[config.mk]
export PLATFORM = sky130hd
export DESIGN_NAME = u109_cpu_cycle_terminator
export DESIGN_NICKNAME = d
export VERILOG_FILES = /design/src/rtl/u109_pkg.sv /design/src/rtl/u109_toggle_sync.sv /design/src/rtl/u109_cpu_cycle_terminator.sv
export SDC_FILE = /design/constraint.sdc
export NUM_CORES = 1
export LEC_CHECK = 0
export BUFFER_PORTS_ARGS = -buffer_cell sky130_fd_sc_hd__buf_2
export CORE_MARGIN = 10
export CORE_UTILIZATION = 25
export CTS_CLUSTER_DIAMETER = 150
export DETAILED_ROUTE_END_ITERATION = 16
export HOLD_SLACK_MARGIN = 0.02
export PLACE_DENSITY = 0.53
export SKIP_LAST_GASP = 1
export SYNTH_ARGS = -nofsm -noshare
export SYNTH_HDL_FRONTEND = slang
export SYNTH_SLANG_ARGS = --single-unit
[constraint.sdc]
create_clock -name CLK40 -period 1.7 [get_ports CLK40]
set_input_delay 0.34 -clock CLK40 [delete_from_list [all_inputs] [get_ports CLK40]]
set_output_delay 0.34 -clock CLK40 [all_outputs]
set_load 0.02 [all_outputs]
[src/rtl/u109_pkg.sv]
// Shared definitions for the u109 CPU cycle terminator.
//   state_t          : terminator FSM states
//   BEATS_LAST       : index of the final beat of a line burst
//   TIMEOUT_CLKS_DEF : default acknowledge timeout in CLK40 clocks
package u109_pkg;

  typedef enum logic [1:0] {
    IDLE = 2'd0,
    WAIT = 2'd1,
    TERM = 2'd2,
    ERR  = 2'd3
  } state_t;

  localparam logic [1:0] BEATS_LAST       = 2'b11;
  localparam int         TIMEOUT_CLKS_DEF = 255;

endpackage

[src/rtl/u109_toggle_sync.sv]
// Brings a CLK33-domain toggle into CLK40 and turns each change into a
// one-clock pulse.
//   CLK40  : destination clock
//   RESETn : synchronous active-low reset, clears all three flops
//   tgl    : source-domain toggle (asynchronous to CLK40)
//   pulse  : high for one clock per toggle change
// A change first captured by s0 at edge N shows up on pulse after edge N+1.
module u109_toggle_sync
  import u109_pkg::*;
(
  input  logic CLK40,
  input  logic RESETn,
  input  logic tgl,
  output logic pulse
);

  logic s0, s1, dly;

  always_ff @(posedge CLK40) begin
    if (!RESETn) begin
      s0  <= 1'b0;
      s1  <= 1'b0;
      dly <= 1'b0;
    end else begin
      s0  <= tgl;
      s1  <= s0;
      dly <= s1;
    end
  end

  assign pulse = s1 ^ dly;

endmodule

[src/rtl/u109_cpu_cycle_terminator.sv]
// 68040-side termination stage for bridge cycles (CLK40 domain).
// Accepts a decoded transfer start, waits for per-data-phase completion
// toggles from the CLK33 PCI sequencer and answers with TAn per beat, or
// TEAn on a PCI abort (or acknowledge timeout when built in).
//   CLK40, RESETn      : clock, synchronous active-low reset
//   TSn, BRIDGE_ENn    : transfer start and bridge decode, active-low
//   BRIDGE_REG_SPACE   : register-space access, not terminated here
//   BURSTn, RnW        : transfer attributes, sampled with TSn
//   PCI_ACK_TGL        : toggles once per accepted PCI data phase
//   PCI_ABORT_TGL      : toggles on master/target abort
//   TAn, TEAn          : CPU transfer / error acknowledge
//   DATA_OEn           : read-data drive enable onto the CPU bus
//   CYCLE_ACTIVE       : high from accept until termination
//   BEAT_CNT           : current beat index
//   TIMEOUT_PULSE      : one-clock pulse when an acknowledge timeout fires
// Build option: define U109_TEA_TIMEOUT_EN to add the acknowledge timeout
// counter; without it WAIT holds until an acknowledge, abort or reset.
module u109_cpu_cycle_terminator
  import u109_pkg::*;
#(
  parameter int TIMEOUT_CLKS = TIMEOUT_CLKS_DEF,
  parameter int BEATS        = 4
) (
  input  logic       CLK40,
  input  logic       RESETn,
  input  logic       TSn,
  input  logic       BRIDGE_ENn,
  input  logic       BRIDGE_REG_SPACE,
  input  logic       BURSTn,
  input  logic       RnW,
  input  logic       PCI_ACK_TGL,
  input  logic       PCI_ABORT_TGL,
  output logic       TAn,
  output logic       TEAn,
  output logic       DATA_OEn,
  output logic       CYCLE_ACTIVE,
  output logic [1:0] BEAT_CNT,
  output logic       TIMEOUT_PULSE
);

  // BEAT_CNT is two bits and the timeout counter eight bits wide.
  if (BEATS != 4 || TIMEOUT_CLKS < 2 || TIMEOUT_CLKS > 256) begin : g_bad_param
    $error("u109_cpu_cycle_terminator: unsupported BEATS/TIMEOUT_CLKS");
  end

  state_t     state;
  logic [1:0] pending;
  logic       burst;
  logic       read;
  logic       ack_edge;
  logic       abort_edge;
  logic [1:0] pend_inc;
  logic       start;

  u109_toggle_sync u_ack_sync (
    .CLK40  (CLK40),
    .RESETn (RESETn),
    .tgl    (PCI_ACK_TGL),
    .pulse  (ack_edge)
  );

  u109_toggle_sync u_abort_sync (
    .CLK40  (CLK40),
    .RESETn (RESETn),
    .tgl    (PCI_ABORT_TGL),
    .pulse  (abort_edge)
  );

  // Pending acknowledges absorb PCI phases that complete faster than the
  // two-clock TA loop; saturates at 3.
  assign pend_inc = (ack_edge && pending != 2'b11) ? pending + 2'd1 : pending;
  assign start    = !TSn && !BRIDGE_ENn && !BRIDGE_REG_SPACE;

`ifdef U109_TEA_TIMEOUT_EN
  logic [7:0] timeout;
  localparam logic [7:0] TIMEOUT_LAST = 8'(TIMEOUT_CLKS - 1);
`else
  assign TIMEOUT_PULSE = 1'b0;
`endif

  always_ff @(posedge CLK40) begin
    if (!RESETn) begin
      state        <= IDLE;
      pending      <= 2'd0;
      burst        <= 1'b0;
      read         <= 1'b0;
      TAn          <= 1'b1;
      TEAn         <= 1'b1;
      DATA_OEn     <= 1'b1;
      CYCLE_ACTIVE <= 1'b0;
      BEAT_CNT     <= 2'd0;
`ifdef U109_TEA_TIMEOUT_EN
      timeout       <= 8'd0;
      TIMEOUT_PULSE <= 1'b0;
`endif
    end else begin
`ifdef U109_TEA_TIMEOUT_EN
      TIMEOUT_PULSE <= 1'b0;
`endif
      case (state)
        IDLE: begin
          // Edges arriving with no cycle in flight are stale; drop them.
          pending <= 2'd0;
          if (start) begin
            burst        <= !BURSTn;
            read         <= RnW;
            BEAT_CNT     <= 2'd0;
            CYCLE_ACTIVE <= 1'b1;
            state        <= WAIT;
`ifdef U109_TEA_TIMEOUT_EN
            timeout      <= 8'd0;
`endif
          end
        end

        WAIT: begin
          if (abort_edge) begin
            // Abort wins even if an acknowledge lands in the same clock.
            TEAn    <= 1'b0;
            pending <= pend_inc;
            state   <= ERR;
          end else if (pending != 2'd0 || ack_edge) begin
            TAn      <= 1'b0;
            DATA_OEn <= ~read;
            // A fresh edge alongside a consumed one leaves the count as is.
            pending  <= ack_edge ? pending : pending - 2'd1;
            state    <= TERM;
`ifdef U109_TEA_TIMEOUT_EN
            timeout  <= 8'd0;
`endif
          end else begin
`ifdef U109_TEA_TIMEOUT_EN
            if (timeout == TIMEOUT_LAST) begin
              TEAn          <= 1'b0;
              TIMEOUT_PULSE <= 1'b1;
              timeout       <= 8'd0;
              state         <= ERR;
            end else begin
              timeout <= timeout + 8'd1;
            end
`endif
          end
        end

        TERM: begin
          TAn      <= 1'b1;
          DATA_OEn <= 1'b1;
          if (burst && BEAT_CNT != BEATS_LAST) begin
            BEAT_CNT <= BEAT_CNT + 2'd1;
            pending  <= pend_inc;
            state    <= WAIT;
          end else begin
            CYCLE_ACTIVE <= 1'b0;
            pending      <= 2'd0;
            state        <= IDLE;
          end
        end

        ERR: begin
          // Remaining beats of an aborted burst are abandoned.
          TEAn         <= 1'b1;
          CYCLE_ACTIVE <= 1'b0;
          pending      <= 2'd0;
          state        <= IDLE;
        end

        default: state <= IDLE;
      endcase
    end
  end

endmodule

# == After elaboration in Yosys (flattened, before gate mapping) ==
# Index checks and enable logic that the tools add are counted.
# classes
muxes,25
n_eq_ne,13
reduce_logical,23
n_bitwise,3
addsub,3
# op_table
cell,count
two-way mux 2 bit,10
"!= test 2 bit, second input constant",8
AND reduction 3 bit,3
two-way mux 1 bit,8
one-hot mux 2 bit (4 select lines),1
AND reduction 2 bit,4
nonzero test 2 bit,4
"!= test 3 bit, second input constant",2
one-hot mux 1 bit (2 select lines),3
one-hot mux 2 bit (3 select lines),1
"adder 2 x 1 -> 2 bit, second input constant",2
"equality test 2 bit, second input constant",2
logical AND 1 bit,4
logical NOT 1 bit,4
one-hot mux 2 bit (2 select lines),1
one-hot mux 1 bit (3 select lines),1
nonzero test 3 bit,1
"equality test 2 x 1 -> 1 bit, second input constant",1
logical NOT 2 bit,1
OR reduction 2 bit,1
"subtractor 2 x 1 -> 2 bit, second input constant",1
XOR 1 bit,2
logical OR 1 bit,1
inverter 1 bit,1
# totals
in_bits,9
ff_bits,18

# == Logic depth before layout (Yosys ltp) ==
# Gate-level depths: netlist of the first run.
# depth
ltp_word,5
ltp_mapped,5

# == Modules after synthesis ==
# From an unflattened synthesis of the first run, not the netlist that was laid out.
# unflattened
hier_cells,85
area_unflattened_um2,815.8
# modules_own_cells
module,cells_each,area_per_inst_um2,n_inst
u109_cpu_cycle_terminator,71,638.1,1
u109_toggle_sync,7,88.8,2

# == Worst setup path before layout of the first run ==
# Ideal clock, no wire load.
# synth_timing
kind,flip-flop to flip-flop
start,register BEAT_CNT[0]
end,register pending[0]
t_required_ps,1605
setup_ps,95
path_slack_ps,248
arrival_time_ps,1357
path_stages_with_launch,6
cell_sequence,dfxtp_1 > ha_1 > nand4bb_2 > o21ai_1 > a21oi_1 > a221oi_1
# synth_via
elab_chain_len,4
# synth_lines
element,line_no,rtl
from (decl),u109_cpu_cycle_terminator.sv:37,"output logic [1:0] BEAT_CNT,"
from (signal assigned),u109_cpu_cycle_terminator.sv:149,BEAT_CNT <= BEAT_CNT + 2'd1;
!= test 2 bit,u109_cpu_cycle_terminator.sv:148,if (burst && BEAT_CNT != BEATS_LAST) begin
logical AND 1 bit,u109_cpu_cycle_terminator.sv:148,
two-way mux 2 bit,u109_cpu_cycle_terminator.sv:148,
one-hot mux 2 bit (3 select lines),u109_cpu_cycle_terminator.sv:100,case (state)
to (signal assigned),u109_cpu_cycle_terminator.sv:120,pending <= pend_inc;
to (signal assigned),u109_cpu_cycle_terminator.sv:126,pending <= ack_edge ? pending : pending - 2'd1;
to (signal assigned),u109_cpu_cycle_terminator.sv:150,pending <= pend_inc;
to (decl),u109_cpu_cycle_terminator.sv:47,logic [1:0] pending;
# Every way passes these cells.
# A chain may end at the register's enable or synchronous reset.

# == Worst setup path in the final report of the first run ==
# layout_timing
start,register state[0]
end,register read
# layout_via
elab_chain_len,2
# layout_lines
element,line_no,rtl
from (decl),u109_cpu_cycle_terminator.sv:46,state_t state;
from (signal assigned),u109_cpu_cycle_terminator.sv:83,state <= IDLE;
from (signal assigned),u109_cpu_cycle_terminator.sv:109,state <= WAIT;
from (signal assigned),u109_cpu_cycle_terminator.sv:121,state <= ERR;
logical NOT 2 bit,u109_cpu_cycle_terminator.sv:100,
AND reduction 2 bit (no line),--,
to (signal assigned),u109_cpu_cycle_terminator.sv:106,read <= RnW;
to (decl),u109_cpu_cycle_terminator.sv:49,logic read;
# Every way passes these cells.

==> reports/metrics.csv, run 1 <==
stage,metric,value,unit
yosys,synth_fp_nets,92,
critical_path,path_cells,"or4_4, nor2_4, mux2i_1, nor2_1",
cts,post_cts_resized,0,
yosys,yosysSeqAreaShare,45.4,%
power,leakage,0.375,nW
yosys,async_reset_ff_share,0,%
yosys,synth-edff-count,0,
yosys,postSynthRegisterBits,18,
cts,cts_sinks,18,
global_route,overflow,0,
final_layout,regArea,360,sq um
sta,clock_skew,10.5,ps
yosys,yosys_warnings,0,
cts,cts_tree,yes,
route,drtIter0Drc,18,
cts,clk_latency,300,ps
final_layout,diodes,0,
cts,clockRootBuffer,clkbuf_4,
final_layout,multi_input_area,404,sq um
critical_path,worst_ep_required_time,1900,ps
place,gp_congestion,0.770,
cts,cts_buffer_depth,2,
floorplanning,num_io_pins,16,
power,powerDensity,824,nW/um^2
power,peakVddDrop,0.000444,V
outcome,status,completed,
critical_path,crit_buf_inv,0,
global_route,grt_max_degree,12,
final_layout,n_fill_cell,347,
cts,cts_buffers,3,
sta,period_share,88.4,%
worst_hold_path,hp-class,in -> reg,
critical_path,endpoint_kind,flop,
final_layout,nNetsFinal,110,
route,first_pass_iters,4,
final_layout,syn2layout_area_growth,19.8,%
floorplanning,coreArea,3050,sq um
sta,rsz0062_at_grt,no,
floorplanning,rows,20,
floorplanning,start_util,26.0,%
power,p_clk_share,33.6,%
yosys,synth_common_cells,"dfxtp_1 (18), and2_1 (7), inv_1 (5), nor2_1 (5)",
sta,setup_tns,0,ps
critical_path,critical_path.top_delay_family,simple AND/OR/NAND/NOR gates,
sta,final.min_clock_period,1500,ps
yosys,syn_area_per_cell,9.93,sq um
yosys,synth_cell_types,37,
yosys,synth_top_area_share,45.4,%
flow_run,cap_viol_max_count,0,
sta,hold_viol,0,
yosys,yosysTopAreaCell,dfxtp_1,
yosys,syn-instance-count,80,
critical_path,cp-start-kind,flop,
yosys,synthTopCellsByArea,"dfxtp_1 (45%), and2_1 (5.5%), ha_1 (4.7%)",
place,hpwlAfterDp,1.26,mm
cts,cts_htree_levels,1,
global_route,grt_pass1_vias,594,
sta,setup_viol,0,
final_layout,drive_above_1_share,27.8,%
sta,slew_viol_final,0,
route,routedWlPerCell,11.1,um
critical_path,path_class,reg -> reg,
global_route,antenna_found_initial,0,
final_layout,fin_util,31.2,%
global_route,grt_pass1_wl,2.75,mm
power,p_seq_share,57.1,%
global_route,grt_usage,5.63,%
sta,clock.fmax,665,MHz
yosys,ys_dominant_reg_cell,dfxtp_1,
cts,post_cts_buffers,0,
cts,hold_buffers,0,
power,p_switching,0.000185,W
route,antenna_left,0,
critical_path,cp_max_fo,6,
route,drc,0,
route,vias,617,
power,switching_share,23.6,%
route,avgViaCountPerCell,4.38,
yosys,netlist_area,795,sq um
power,combinationalPowerShare,9.3,%
critical_path,cp_data_arrival_time,1700,ps
power,p_int,0.000600,W
floorplanning,die_area,5830,sq um
place,port-buffer-count,14,
cts,cts.clk_slew.worst_paths,110,ps
power,power,0.000785,W
floorplanning,die_w,76.4,um
yosys,synth_most_common_cell,dfxtp_1,
critical_path,worst_path_max_delay_cell,or4_4,
route,finalWirelength,1.57,mm
critical_path,critPathMaxStageDelay,570,ps
floorplanning,die_h,76.4,um
==> area by class of cell <==
cell class | instances | share of cell area, %
Tap cell | 44 | 5.78
Clock buffer | 4 | 3.81
Timing Repair Buffer | 15 | 8.15
Inverter | 5 | 1.97
Multi-Input combinational cell | 55 | 42.4
Sequential cell | 18 | 37.8
==> routing by layer <==
metal	global-route usage, %	part of all wire [%]
met3	2.95	6.3
met1	6.80	49
met5	0	0
met2	8.42	44
met4	1.67	0.57
==> flip-flops by register name (all words and copies together) (netlist names) <==
name,cells
CYCLE_ACTIVE,1
read,1
BEAT_CNT,2
u_ack_sync.dly,1
u_ack_sync.s0,1
DATA_OEn,1
state,2
TEAn,1
TAn,1
u_abort_sync.s0,1
burst,1
u_ack_sync.s1,1
u_abort_sync.dly,1
u_abort_sync.s1,1
pending,2
==> stage by stage <==
stage / cell area, sq um / hold WS, ps / std cells / worst slack (ps)
after detailed placement: 916 / 416 / 137 / 156
after global placement: 916 / 415 / 137 / 184
after CTS: 952 / 212 / 141 / 195
final: 952 / 223 / 141 / 197
after floorplan: 795 / 406 / 80 / 248
after global routing: 952 / 189 / 141 / 88.1
==> path summary, 6_finish.rpt <==
path | startpoint | end | slack [ps] | depth (start not counted)
worst max-delay path | state[0] | read | 200 | 4
worst min-delay path | BURSTn | burst | 220 | 2
worst max register to register | state[0] | read | 200 | 4
worst min register to register | u_abort_sync.s0 | u_abort_sync.s1 | 440 | 1
==> placed cells by master, fill, tap and decap left out, drive strengths merged <==
cell type	n
nand4bb	1
a21oi	3
nand2b	1
a21boi	2
a211oi	2
inv	5
mux2i	2
and3	1
nand3b	1
and2	7
o221a	1
clkbuf	4
a221o	1
nand2	2
xnor2	2
xor2	2
o211ai	1
dfxtp	18
or2	1
buf	15
a221oi	1
nor2	8
nor3	1
ha	3
o21ai	4
o22ai	1
or4	1
conb	1
or2b	1
a21o	1
a211o	2
o31a	1
==> cells by family after synthesis <==
kind of cell / synth area share, %
and+or+nand+nor: 20.2
AOI/OAI and AO/OA: 18.6
DFF: 45.4
buffers and inverters: 3.78
xor gates and xnor gates: 4.41
adders and majority gates: 4.72
muxes: 2.52
other: 0.472
==> power by group through the flow <==
stage	Sequential (W)	Clock, W	Combinational (W)
floorplan	0.000458	0	0.0000507
global placement	0.000458	0	0.0000726
detailed placement	0.000458	0	0.0000739
CTS	0.000448	0.000274	0.0000742
global route	0.000450	0.000300	0.0000821
finish	0.000448	0.000264	0.0000730
No activity file was read; power rests on OpenSTA's default activity.
==> run 2, diff against run 1 <==
--- a/config.mk
+++ b/config.mk
@@ -6,7 +6,7 @@
 export NUM_CORES = 1
 export LEC_CHECK = 0
 export BUFFER_PORTS_ARGS = -buffer_cell sky130_fd_sc_hd__buf_2
-export CORE_MARGIN = 10
+export CORE_MARGIN = 2
 export CORE_UTILIZATION = 25
 export CTS_CLUSTER_DIAMETER = 150
 export DETAILED_ROUTE_END_ITERATION = 16
==> reports/metrics.csv, run 2 (synthesis results as in run 1) <==
stage,metric,value,unit,change
critical_path,r2r_cells,5,,+1
critical_path,endpoint_kind,flop,,
sta,clock.fmax,658,MHz,-1.1%
cts,post_cts_resized,0,,unchanged
critical_path,path_class,reg -> reg,,
sta,slew_viol_final,0,,unchanged
cts,post_cts_buffers,0,,unchanged
place,dpl_cell_area,916,sq um,unchanged
floorplanning,coreArea,3030,sq um,-0.82%
global_route,antenna_found_initial,0,,unchanged
global_route,use_met1,12.7,%,+5.9 points
cts,hold_buffers,0,,unchanged
global_route,grt_pass1_vias,547,,-7.9%
global_route,gr-usage-met2,13.5,%,+5.1 points
global_route,grt_usage,8.94,%,+3.3 points
place,hpwlAfterDp,1.10,mm,-13%
global_route,grt_busiest_layer,met2,,
worst_hold_path,holdPathStages,2,,unchanged
critical_path,cp_max_fo,5,,-1
route,avgViaCountPerCell,4.16,,-5.0%
sta,setup_viol,0,,unchanged
worst_hold_path,hp-class,in -> reg,,
final_layout,syn2layout_area_growth,18.1,%,
global_route,grt_max_degree,12,,unchanged
final_layout,nNetsFinal,110,,unchanged
floorplanning,die_h,60.4,um,-21%
floorplanning,rows,20,,unchanged
route,finalWirelength,1.42,mm,-9.6%
route,drc,0,,unchanged
route,routedWlPerCell,10.1,um,-8.9%
place,gp_congestion,0.833,,+8.3%
cts,cts_htree_levels,1,,unchanged
critical_path,r2r-start,BEAT_CNT[0],,
global_route,met3_usage,3.84,%,+0.89 points
power,peakVddDrop,0.000376,V,-15%
cts,cts_buffers,3,,unchanged
route,drtIter0Drc,8,,-10
worst_hold_path,hold_end,burst,,
route,vias,582,,-5.7%
sta,final.min_clock_period,1520,ps,+16.0 ps
critical_path,cp-start-kind,flop,,
floorplanning,die_area,3650,sq um,-38%
cts,clockRootBuffer,clkbuf_4,,
critical_path,cp_data_arrival_time,1720,ps,+20 ps
floorplanning,die_w,60.4,um,-21%
floorplanning,start_util,26.2,%,+0.22 points
outcome,status,completed,,
floorplanning,num_io_pins,16,,unchanged
cts,clk_latency,290,ps,about the same
final_layout,fin_util,31.0,%,-0.20 points
final_layout,diodes,0,,unchanged
cts,cts_tree,yes,,
cts,cts_buffer_depth,2,,unchanged
cts,cts.clk_slew.worst_paths,110,ps,about the same
power,powerDensity,776,nW/um^2,-5.9%
critical_path,worst_ep_required_time,1900,ps,about the same
sta,period_share,89.4,%,+0.94 points
cts,cts_sinks,18,,unchanged
critical_path,worstReg2RegEnd,pending[0],,
global_route,grt_pass1_wl,2.40,mm,-13%
route,first_pass_iters,2,,-2
final_layout,drive_above_1_share,27.1,%,-0.75 points
sta,rsz0062_at_grt,no,,
route,antenna_left,0,,unchanged
final_layout,n_fill_cell,315,,-9.2%
flow_run,cap_viol_max_count,0,,unchanged
final_layout,layout_common_cells,"dfxtp_1 (18), buf_2 (14), and2_1 (7)",,
final_layout,fin_area,938,sq um,-1.4%
global_route,overflow,0,,unchanged
sta,hold_viol,0,,unchanged
power,leakage,0.368,nW,-1.9%
sta,clock_skew,12.0,ps,+1.41 ps
place,port-buffer-count,14,,unchanged
sta,setup_tns,0,ps,unchanged
critical_path,r2r_setup_slack,180,ps,-20 ps
final_layout,largestRegisters,"BEAT_CNT (2), pending (2), state (2)",,
worst_hold_path,min-delay-start,BURSTn,,
final_layout,final_common_cell,dfxtp_1,,
[run 2: cell types whose count changed in the layout (fill, tap and decap cells not counted)]
cell,change
clkbuf_8,-1
[run 2: final cells by class]
class | count | area [sq um] | area share (%)
Clock buffer | 3 | 22.5 | 2.40
Inverter | 5 | 18.8 | 2.00
Multi-Input combinational cell | 55 | 404 | 43.1
Sequential cell | 18 | 360 | 38.4
Tap cell | 44 | 55.1 | 5.87
Timing Repair Buffer | 15 | 77.6 | 8.27
[run 2: routing by layer]
metal  share of wire, %  up-vias
li1                   -      313
met1                 53      257
met2                 42       12
met3                4.2        0
met4                  0        0
met5                  0        -
[run 2: worst max-delay path by stage]
stage / start / end / cells past startpoint
6_report: BEAT_CNT[0] / pending[0] / 5
5_1_grt: BEAT_CNT[0] / pending[0] / 5
4_1_cts: BEAT_CNT[0] / pending[0] / 5
3_5_place_dp: BRIDGE_ENn / CYCLE_ACTIVE / 5
3_3_place_gp: BRIDGE_ENn / read / 5
2_1_floorplan: BEAT_CNT[0] / pending[0] / 5
[run 2: where the power goes]
group          switching [W]  internal, W
sequential         0.0000118     0.000436
combinational      0.0000402    0.0000330
clock               0.000125    0.0000822
[run 2: critical path: stages, from the launching register on]
cell and delay (ps):
dfxtp_1 360, ha_1 200, nand4bb_2 310, o21ai_1 200
a21oi_1 90, a221oi_1 280
[run 2: per-stage QoR]
step	cells	power [W]	hold slack (ps)	worst slack [ps]
2_1_floorplan	80	0.000509	406	248
3_3_place_gp	137	0.000530	415	182
3_5_place_dp	137	0.000531	414	148
4_1_cts	140	0.000738	214	167
5_1_grt	140	0.000766	202	53.7
6_report	140	0.000728	220	181
